File: config.mk
export PLATFORM = sky130hd
export DESIGN_NAME = hazard_controller
export DESIGN_NICKNAME = d
export VERILOG_FILES = /design/src/rtl/hazard_controller.sv
export SDC_FILE = /design/constraint.sdc
export NUM_CORES = 1
export LEC_CHECK = 0
export CAP_MARGIN = 30
export CELL_PAD_IN_SITES_DETAIL_PLACEMENT = 0
export CELL_PAD_IN_SITES_GLOBAL_PLACEMENT = 2
export CORE_ASPECT_RATIO = 1.5
export CORE_MARGIN = 10
export CORE_UTILIZATION = 30
export CTS_CLUSTER_DIAMETER = 50
export CTS_CLUSTER_SIZE = 40
export DETAILED_ROUTE_END_ITERATION = 8
export PLACE_DENSITY = 0.84
export SLEW_MARGIN = 10
export SYNTH_ARGS = -nofsm -noshare
export SYNTH_HDL_FRONTEND = slang
export SYNTH_SLANG_ARGS = --single-unit
File: constraint.sdc
create_clock -name clk -period 2.65 [get_ports clk]
set_input_delay 0.265 -clock clk [delete_from_list [all_inputs] [get_ports clk]]
set_output_delay 0.265 -clock clk [all_outputs]
set_load 0.01 [all_outputs]
File: src/rtl/hazard_controller.sv
// hazard_controller
// Central stall/flush sequencer for the 5-stage pipeline. It takes hazard and
// status inputs from decode, execute and memory. It drives every
// pipeline-register enable, bubble and flush. It also keeps two saturating
// performance counters.
//
// State table:
//   RUN       | normal issue; events are resolved by priority each cycle
//   MC_WAIT   | multi-cycle op in flight; stall until mc_done
//   MEM_WAIT  | data memory not ready; hold EX/MEM, bubble MEM/WB
//   BR_STALL2 | second bubble for a branch that depends on a load
//
// Ports:
//   clk, rst                       clock, synchronous active-high reset
//   id_rs1/id_rs2, id_uses_rs1/2   ID-stage sources and their use flags
//   id_is_branch, PCSrc            ID branch and taken-branch resolution
//   id_ex_MemRead/RegWrite/rd      EX-stage instruction info
//   mc_start, mc_done              multi-cycle unit handshake
//   dmem_req, dmem_ready           data-memory handshake
//   PCWrite .. mc_go               combinational pipeline controls
//   mem_error                      sticky memory-timeout flag
//   stall_cycles, flush_count      saturating performance counters
module hazard_controller #(
  parameter int CNT_W       = 32,
  parameter int MEM_TIMEOUT = 255
) (
  input  logic             clk,
  input  logic             rst,
  input  logic [4:0]       id_rs1,
  input  logic [4:0]       id_rs2,
  input  logic             id_uses_rs1,
  input  logic             id_uses_rs2,
  input  logic             id_is_branch,
  input  logic             PCSrc,
  input  logic             id_ex_MemRead,
  input  logic             id_ex_RegWrite,
  input  logic [4:0]       id_ex_rd,
  input  logic             mc_start,
  input  logic             mc_done,
  input  logic             dmem_req,
  input  logic             dmem_ready,
  output logic             PCWrite,
  output logic             FetchWrite,
  output logic             MakeBubble,
  output logic             IF_Flush,
  output logic             ex_hold,
  output logic             mem_bubble,
  output logic             wb_bubble,
  output logic             mem_hold,
  output logic             mc_go,
  output logic             mem_error,
  output logic [CNT_W-1:0] stall_cycles,
  output logic [CNT_W-1:0] flush_count
);

  localparam logic [1:0] RUN       = 2'd0;
  localparam logic [1:0] MC_WAIT   = 2'd1;
  localparam logic [1:0] MEM_WAIT  = 2'd2;
  localparam logic [1:0] BR_STALL2 = 2'd3;

  localparam logic [7:0]       TIMEOUT = 8'(MEM_TIMEOUT);
  localparam logic [CNT_W-1:0] CNT_ONE = CNT_W'(1);

  logic [1:0]       state, state_nxt;
  logic [7:0]       wait_cnt, wait_cnt_nxt;
  logic             mc_go_pend, mc_go_pend_nxt;
  logic             mc_done_lat, mc_done_lat_nxt;
  logic             err_q, set_err;
  logic [CNT_W-1:0] stall_q, flush_q;
  logic             mem_stall, rs_match, load_use, br_haz;

  assign mem_stall = dmem_req && !dmem_ready;
  assign rs_match  = (id_ex_rd != 5'd0) &&
                     ((id_uses_rs1 && id_rs1 == id_ex_rd) ||
                      (id_uses_rs2 && id_rs2 == id_ex_rd));
  assign load_use  = id_ex_MemRead && rs_match;
  assign br_haz    = id_is_branch && id_ex_RegWrite && !id_ex_MemRead && rs_match;

  always_comb begin
    PCWrite         = 1'b1;
    FetchWrite      = 1'b1;
    MakeBubble      = 1'b0;
    IF_Flush        = 1'b0;
    ex_hold         = 1'b0;
    mem_bubble      = 1'b0;
    wb_bubble       = 1'b0;
    mem_hold        = 1'b0;
    mc_go           = 1'b0;
    set_err         = 1'b0;
    state_nxt       = state;
    wait_cnt_nxt    = wait_cnt;
    mc_go_pend_nxt  = mc_go_pend;
    mc_done_lat_nxt = mc_done_lat;

    case (state)
      RUN: begin
        if (mem_stall) begin
          PCWrite      = 1'b0;
          FetchWrite   = 1'b0;
          ex_hold      = 1'b1;
          mem_hold     = 1'b1;
          wb_bubble    = 1'b1;
          state_nxt    = MEM_WAIT;
          wait_cnt_nxt = 8'd1;
        end else if (mc_start) begin
          PCWrite    = 1'b0;
          FetchWrite = 1'b0;
          ex_hold    = 1'b1;
          mem_bubble = 1'b1;
          // Guard so one op can never launch the unit twice.
          if (!mc_go_pend) begin
            mc_go          = 1'b1;
            mc_go_pend_nxt = 1'b1;
          end
          state_nxt = MC_WAIT;
        end else if (load_use || br_haz) begin
          PCWrite    = 1'b0;
          FetchWrite = 1'b0;
          MakeBubble = 1'b1;
          // Branches resolve in ID, so a load feeding one needs a second bubble.
          if (load_use && id_is_branch) state_nxt = BR_STALL2;
        end else if (PCSrc) begin
          IF_Flush = 1'b1;
        end
      end

      MEM_WAIT: begin
        if (dmem_ready) begin
          state_nxt    = RUN;
          wait_cnt_nxt = 8'd0;
        end else if (wait_cnt == TIMEOUT) begin
          // Abort: release the pipeline and flag the failure.
          set_err      = 1'b1;
          state_nxt    = RUN;
          wait_cnt_nxt = 8'd0;
        end else begin
          PCWrite      = 1'b0;
          FetchWrite   = 1'b0;
          ex_hold      = 1'b1;
          mem_hold     = 1'b1;
          wb_bubble    = 1'b1;
          wait_cnt_nxt = wait_cnt + 8'd1;
        end
      end

      MC_WAIT: begin
        PCWrite    = 1'b0;
        FetchWrite = 1'b0;
        ex_hold    = 1'b1;
        mem_bubble = 1'b1;
        if (mem_stall) begin
          // Memory stall overlaps the op; remember an early completion.
          mem_hold  = 1'b1;
          wb_bubble = 1'b1;
          if (mc_done) mc_done_lat_nxt = 1'b1;
        end else if (mc_done || mc_done_lat) begin
          PCWrite         = 1'b1;
          FetchWrite      = 1'b1;
          ex_hold         = 1'b0;
          mem_bubble      = 1'b0;
          state_nxt       = RUN;
          mc_done_lat_nxt = 1'b0;
          mc_go_pend_nxt  = 1'b0;
        end
      end

      BR_STALL2: begin
        PCWrite    = 1'b0;
        FetchWrite = 1'b0;
        MakeBubble = 1'b1;
        state_nxt  = RUN;
      end

      default: state_nxt = RUN;
    endcase

    if (rst) begin
      PCWrite    = 1'b0;
      FetchWrite = 1'b0;
      MakeBubble = 1'b1;
      IF_Flush   = 1'b0;
      ex_hold    = 1'b0;
      mem_bubble = 1'b0;
      wb_bubble  = 1'b0;
      mem_hold   = 1'b0;
      mc_go      = 1'b0;
    end
  end

  always_ff @(posedge clk) begin
    if (rst) begin
      state       <= RUN;
      wait_cnt    <= 8'd0;
      mc_go_pend  <= 1'b0;
      mc_done_lat <= 1'b0;
      err_q       <= 1'b0;
      stall_q     <= '0;
      flush_q     <= '0;
    end else begin
      state       <= state_nxt;
      wait_cnt    <= wait_cnt_nxt;
      mc_go_pend  <= mc_go_pend_nxt;
      mc_done_lat <= mc_done_lat_nxt;
      if (set_err) err_q <= 1'b1;
      if (!PCWrite && stall_q != '1) stall_q <= stall_q + CNT_ONE;
      if (IF_Flush && flush_q != '1) flush_q <= flush_q + CNT_ONE;
    end
  end

  // Registered status reads as zero while reset is held.
  assign mem_error    = rst ? 1'b0 : err_q;
  assign stall_cycles = rst ? '0 : stall_q;
  assign flush_count  = rst ? '0 : flush_q;

endmodule

# Yosys cells after proc, flatten, opt, wreduce, memory -nomap -nowiden
# Index checks and enable logic that the tools add are counted.
# classes
mux,64
eq_ne,17
add_sub_neg,3
reduce_logical,27
# ops
op,n
32-bit by 1-bit adder with 32-bit output (second input constant),2
32-bit two-way mux,2
32-bit inequality test (second input constant),2
1-bit two-way mux,43
8-bit two-way mux,3
2-bit two-way mux,8
8-bit case mux with 2 select lines,1
2-bit inequality test (second input constant),6
1-bit logical AND,11
5-bit equality test,2
5-bit AND reduction,2
8-bit by 1-bit adder with 8-bit output (second input constant),1
8-bit equality test (second input constant),1
4-bit inequality test (second input constant),2
1-bit case mux with 2 select lines,4
2-bit case mux with 4 select lines,1
2-bit nonzero test,3
5-bit nonzero test,1
2-bit equality test (second input constant),2
1-bit case mux with 4 select lines,1
1-bit logical NOT,3
1-bit logical OR,3
3-bit inequality test (second input constant),1
1-bit case mux with 3 select lines,1
5 further kinds,5
# totals
elab_cells,118
ff_bits,77
output_inout_bits,74

# Logic depth before layout (Yosys ltp)
# depth
depth_word,13
ltp_mapped,10
mapped_depth_nobuf,8

# Worst setup path after synthesis
# Ideal clock, no wire load.
# synth_timing
path_type,reg2reg
start,register stall_q[0]
end,register stall_q[28]
path_slack_ns,0.343
arrival_time_ns,2.187
period_less_slack_ns,2.307
stages_incl_launch_ff,8
path_cell_list,dfxtp_1 > ha_1 > nand3_1 > or2_1 > or4_4 > a41o_1 > nor3b_1 > mux2_2
# synth_via
elab_chain_len,2
word_cells_on_any_way,3
classes_between,1 x add/sub; 1 x eq/ne; 1 x reduce/logical
# synth_rtl
item,line_no,rtl
start: declaration,69,"logic [CNT_W-1:0] stall_q, flush_q;"
start signal: assignment,205,if (!PCWrite && stall_q != '1) stall_q <= stall_q + CNT_ONE;
branches (longest 2 deep; another with 32-bit by 1-bit adder with 32-bit output),--,
# Several ways; the timed one is not identified.
# A chain may end at the register's enable or synchronous reset.

# Worst setup path after layout
# layout_timing
start,register state[0]
end,register stall_q[10]
# layout_via
elab_chain_len,5
word_cells_on_any_way,8
classes_between,3 x eq/ne; 2 x mux; 3 x reduce/logical
# layout_rtl
item,line_no,rtl
start: declaration,64,"logic [1:0] state, state_nxt;"
start signal: assignment,200,state <= state_nxt;
"2-bit equality test, or another cell as far along",95,case (state)
1-bit case mux with 4 select lines (*),95,
1-bit two-way mux (*),177,if (rst) begin
1-bit logical NOT (*),205,
1-bit logical AND (*),205,
# Mark *: on every way between the ends. The rest lies on a longest branch, timed or not.

==> qor_table.md <==
| Stage | Metric | Reported |
|---|---|---|
| sta | Shortest clock period the worst path allows after layout | 2.57 ns |
| yosys | Synthesis Warnings | 0 |
| setup path | Category of the critical setup timing path | reg -> reg |
| setup path | Maximum fanout count along the critical path | 11 |
| yosys | Syn Area/Cell | 8.17 sq um |
| placed design | Port-buffer cells | 100 |
| flow run | Number of maximum-capacitance violations | 0 |
| power and ir drop | Power density of the placed cells | 485 mW/mm^2 |
| finish | Nets | 737 |
| global routing | First-pass GRT wire length | 23300 um |
| clock network | CTS HTree Levels | 3 |
| sta | Worst clock skew on the final layout | 0.0100 ns |
| drt | Vias after detailed routing | 4535 |
| yosys | Post-synth ARST share | 0 |
| sta | Setup-failing EPs final | 0 |
| sta | Unrepaired setup endpoints after global routing | yes |
| floorplan | Area of the die | 0.0212 sq mm |
| floorplan | Boundary Pins | 101 |
| global routing | Antenna violations before repair | 0 |
| placed design | Routability-driven placement congestion ratio | 0.850 |
| floorplan | DIE HEIGHT | 173 um |
| drt | Remaining antenna violation count after routing | 0 |
| yosys | Cell accounting for the most synthesized area | sky130_fd_sc_hd__dfxtp_1 |
| yosys | Multiplexer area fraction after synthesis | 0.129 |
| clock network | Root Buffer | sky130_fd_sc_hd__clkbuf_16 |
| sta | Final-report hold violation count | 0 |
| global routing | Global Route met1 Usage | 0.138 |
| hold path | Worst hold path type | in -> reg |
| finish | Layout cell share with drive strength beyond 1 | 0.205 |
| global routing | Pin count of the biggest net entering global routing | 81 |
| sta | Maximum clock frequency | 0.390 GHz |
| sta | Pins over their slew limit | 0 |
| sta | Share of the cycle needed by the critical path after routing | 0.968 |
| global routing | Met2 Resource Use GR | 0.245 |
| floorplan | Total number of placement rows | 56 |
| setup path | Critical Path End Type | register |
| setup path | Critical Path, Cell by Cell | inv_1 -> ha_4 -> nand2b_1 -> o32ai_2 -> nor3_1 -> a21oi_4 -> buf_6 -> buf_4 -> or4b_1 -> mux2_2 |
| run status | Result of the run | completed |
| drt | Iteration count of the initial detailed-routing pass | 4 |
| sta | Final-layout worst hold slack | 0.238 ns |
| yosys | Synth unique cells | 58 |
| global routing | Combined global-route utilization of all metal layers | 0.134 |
| global routing | Met3 Resource Use GR | 0.0417 |
| clock network | Buffers from clock root to sink, at most | 2 |
| yosys | Complex-gate fraction of the synthesized area | 0.0821 |
| placed design | Post-DP HPWL | 11100 um |
| yosys | Number of nets in the synthesized netlist | 609 |
| power and ir drop | Worst IR Drop VDD | 0.316 mV |
| yosys | Combinational family with the most area after synthesis | simple AND/OR/NAND/NOR gates |
| yosys | Flip-flop and latch count after synthesis | 77 |
| sta | Total negative slack for setup checks | 0 ns |
| power and ir drop | Leakage dissipation | 2.42 nW |
| drt | Per-cell routed wire length | 15.7 um |
| global routing | Via count of the first global-routing pass | 4664 |
| yosys | Synthesized cell area | 0.00470 sq mm |
| floorplan | Die outline width | 122 um |
| clock network | Clock sink total | 77 |
| clock network | TritonCTS clock tree | done |
| sta | Slew @ Worst Pin | 0.473 ns |
| setup path | Worst endpoint data arrival time | 2.79 ns |
| yosys | Parity-gate share of the synthesized area counting xor and xnor cells | 0.0298 |
| setup path | Worst endpoint required time | 2.87 ns |
| yosys | Proportion of netlist area held by the largest area contributor | 0.328 |
| drt | Violation count after the first detailed-routing iteration | 117 |
| yosys | Post-synthesis cell count | 575 |
| drt | Remaining DRCs | 0 |
| finish | Commonest cells after routing, fill and taps aside | sky130_fd_sc_hd__clkdlybuf4s50_1 (92), sky130_fd_sc_hd__nor2_1 (81), sky130_fd_sc_hd__dfxtp_1 (75) |
| global routing | GR Overflow Total | 0 |
| floorplan | Core outline area | 0.0155 sq mm |
| finish | Layout area overhead | 38.7% |
| finish | Core utilization of the finished layout | 0.421 |
| floorplan | Initial cell density of the core | 0.303 |
| drt | Via density per instance | 4.98 |
| yosys | Sequential share of the synthesized area | 0.328 |
| yosys | Simple logic cell fraction of the synthesized area | 0.367 |
| global routing | Highest-utilization routing layer at the global route stage | met2 |
| clock network | Num CTS Buffers | 9 |
| yosys | Post-synthesis adder-cell area fraction | 0.0187 |
| setup path | CP max-delay cell | sky130_fd_sc_hd__or4b_1 |
| drt | Final Routed Wirelength | 14300 um |
| setup path | Delay of the slowest cell on the worst path | 0.53 ns |
| finish | Total inserted antenna cells | 0 |
| sta | Worst slew margin relative to its limit | 0.682 |
| clock network | Worst-path clk slew | 0.07 ns |
| yosys | Largest cells by area after synthesis | sky130_fd_sc_hd__dfxtp_1 (33%), sky130_fd_sc_hd__mux2_2 (11%), sky130_fd_sc_hd__nor2b_1 (8.1%), sky130_fd_sc_hd__nor2_1 (6.5%), sky130_fd_sc_hd__nor3_1 (3.2%) |
| setup path | Kind of start point of the critical path | register |
| yosys | EDFF count, synth | 0 |
| yosys | Top flip-flop cell by instance count after synthesis | sky130_fd_sc_hd__dfxtp_1 |
| finish | Most common cell after layout, fill and taps aside | sky130_fd_sc_hd__clkdlybuf4s50_1 |
| clock network | Clk_lat worst skew | 0.34 ns |
worst max-delay path, delay by kind of cell (launching register included):
family                     cells  cell delay [ns]
AOI/OAI and AO/OA              2             0.23
DFF                            1             0.33
buffers and inverters          3             0.47
muxes                          1             0.28
adders and majority gates      1             0.19
and+or+nand+nor                3             0.95
per-layer routing:
metal / routed length [um] / vias up
met5: 0 / -
met4: 318 / 0
met3: 1020 / 23
met2: 7440 / 109
met1: 5560 / 2113
li1: - / 2290
stage by stage:
step | power, mW | worst slack, ns | instance area, sq um | instances
floorplan | 1.62 | 0.343 | 4700 | 575
global placement | 1.89 | -0.0657 | 6160 | 894
detailed placement | 1.91 | -0.0982 | 6160 | 894
CTS | 3.18 | 0.0161 | 6470 | 911
global route | 3.33 | -0.0398 | 6520 | 911
finish | 3.16 | 0.0839 | 6520 | 911
what timing repair did:
item | 4_1_cts | 5_1_grt
buffers inserted | 1 | 0
setup endpoints to repair | 7 | 16
gates cloned | 0 | 0
gates resized for setup | 12 | 12
pin swaps | 0 | 1
hold buffers | 0 | 0
where the power goes:
group | total [mW] | internal (mW) | switching (mW)
clock network | 1.24 | 0.729 | 0.511
logic | 0.690 | 0.326 | 0.363
registers | 1.23 | 1.20 | 0.0321
state kept, by name (all words and copies together), names as in the netlist:
signal	cells
flush_q	32
stall_q	32
wait_cnt	8
state	2
err_q	1
mc_done_lat	1
mc_go_pend	1
cell families (layout without fill, tap and decap cells):
| group | count (synthesis) | count (layout) |
|---|---|---|
| simple gates | 323 | 323 |
| flops | 77 | 77 |
| compound gates | 57 | 57 |
| mux | 52 | 52 |
| buf+inv | 43 | 176 |
| xor+xnor | 16 | 16 |
| fa+ha+maj | 7 | 7 |
cell usage after synthesis, drive strengths merged, types with 5 or more instances:
cell type and instances:
nor3 34, nand4 20, xnor2 13, nor4 13
mux2 52, ha 7, or3 6, and2 7
clkbuf 17, or4 5, nor2 83, inv 13
o21ai 18, nand2 40, and4 6, and3 7
a21oi 14, buf 13, dfxtp 77, nor2b 61
nand3 27
final timing paths:
check | start | to | slack (ns) | cells past startpoint
setup / recovery | state[0] | stall_q[10] | 0.08 | 10
hold / removal | rst | flush_q[1] | 0.24 | 2
hold reg to reg | err_q | err_q | 0.47 | 2
setup reg to reg | state[0] | stall_q[10] | 0.08 | 10
area by class of cell:
| type | count | area [sq um] |
|---|---|---|
| Fill cell | 1553 | 8970 |
| Multi-Input combinational cell | 455 | 3010 |
| Sequential cell | 77 | 1540 |
| Timing Repair Buffer | 147 | 1370 |
| Tap cell | 203 | 254 |
| Clock buffer | 10 | 229 |
| Clock inverter | 6 | 63.8 |
| Inverter | 13 | 48.8 |
Power figures use the tool's default switching activity.
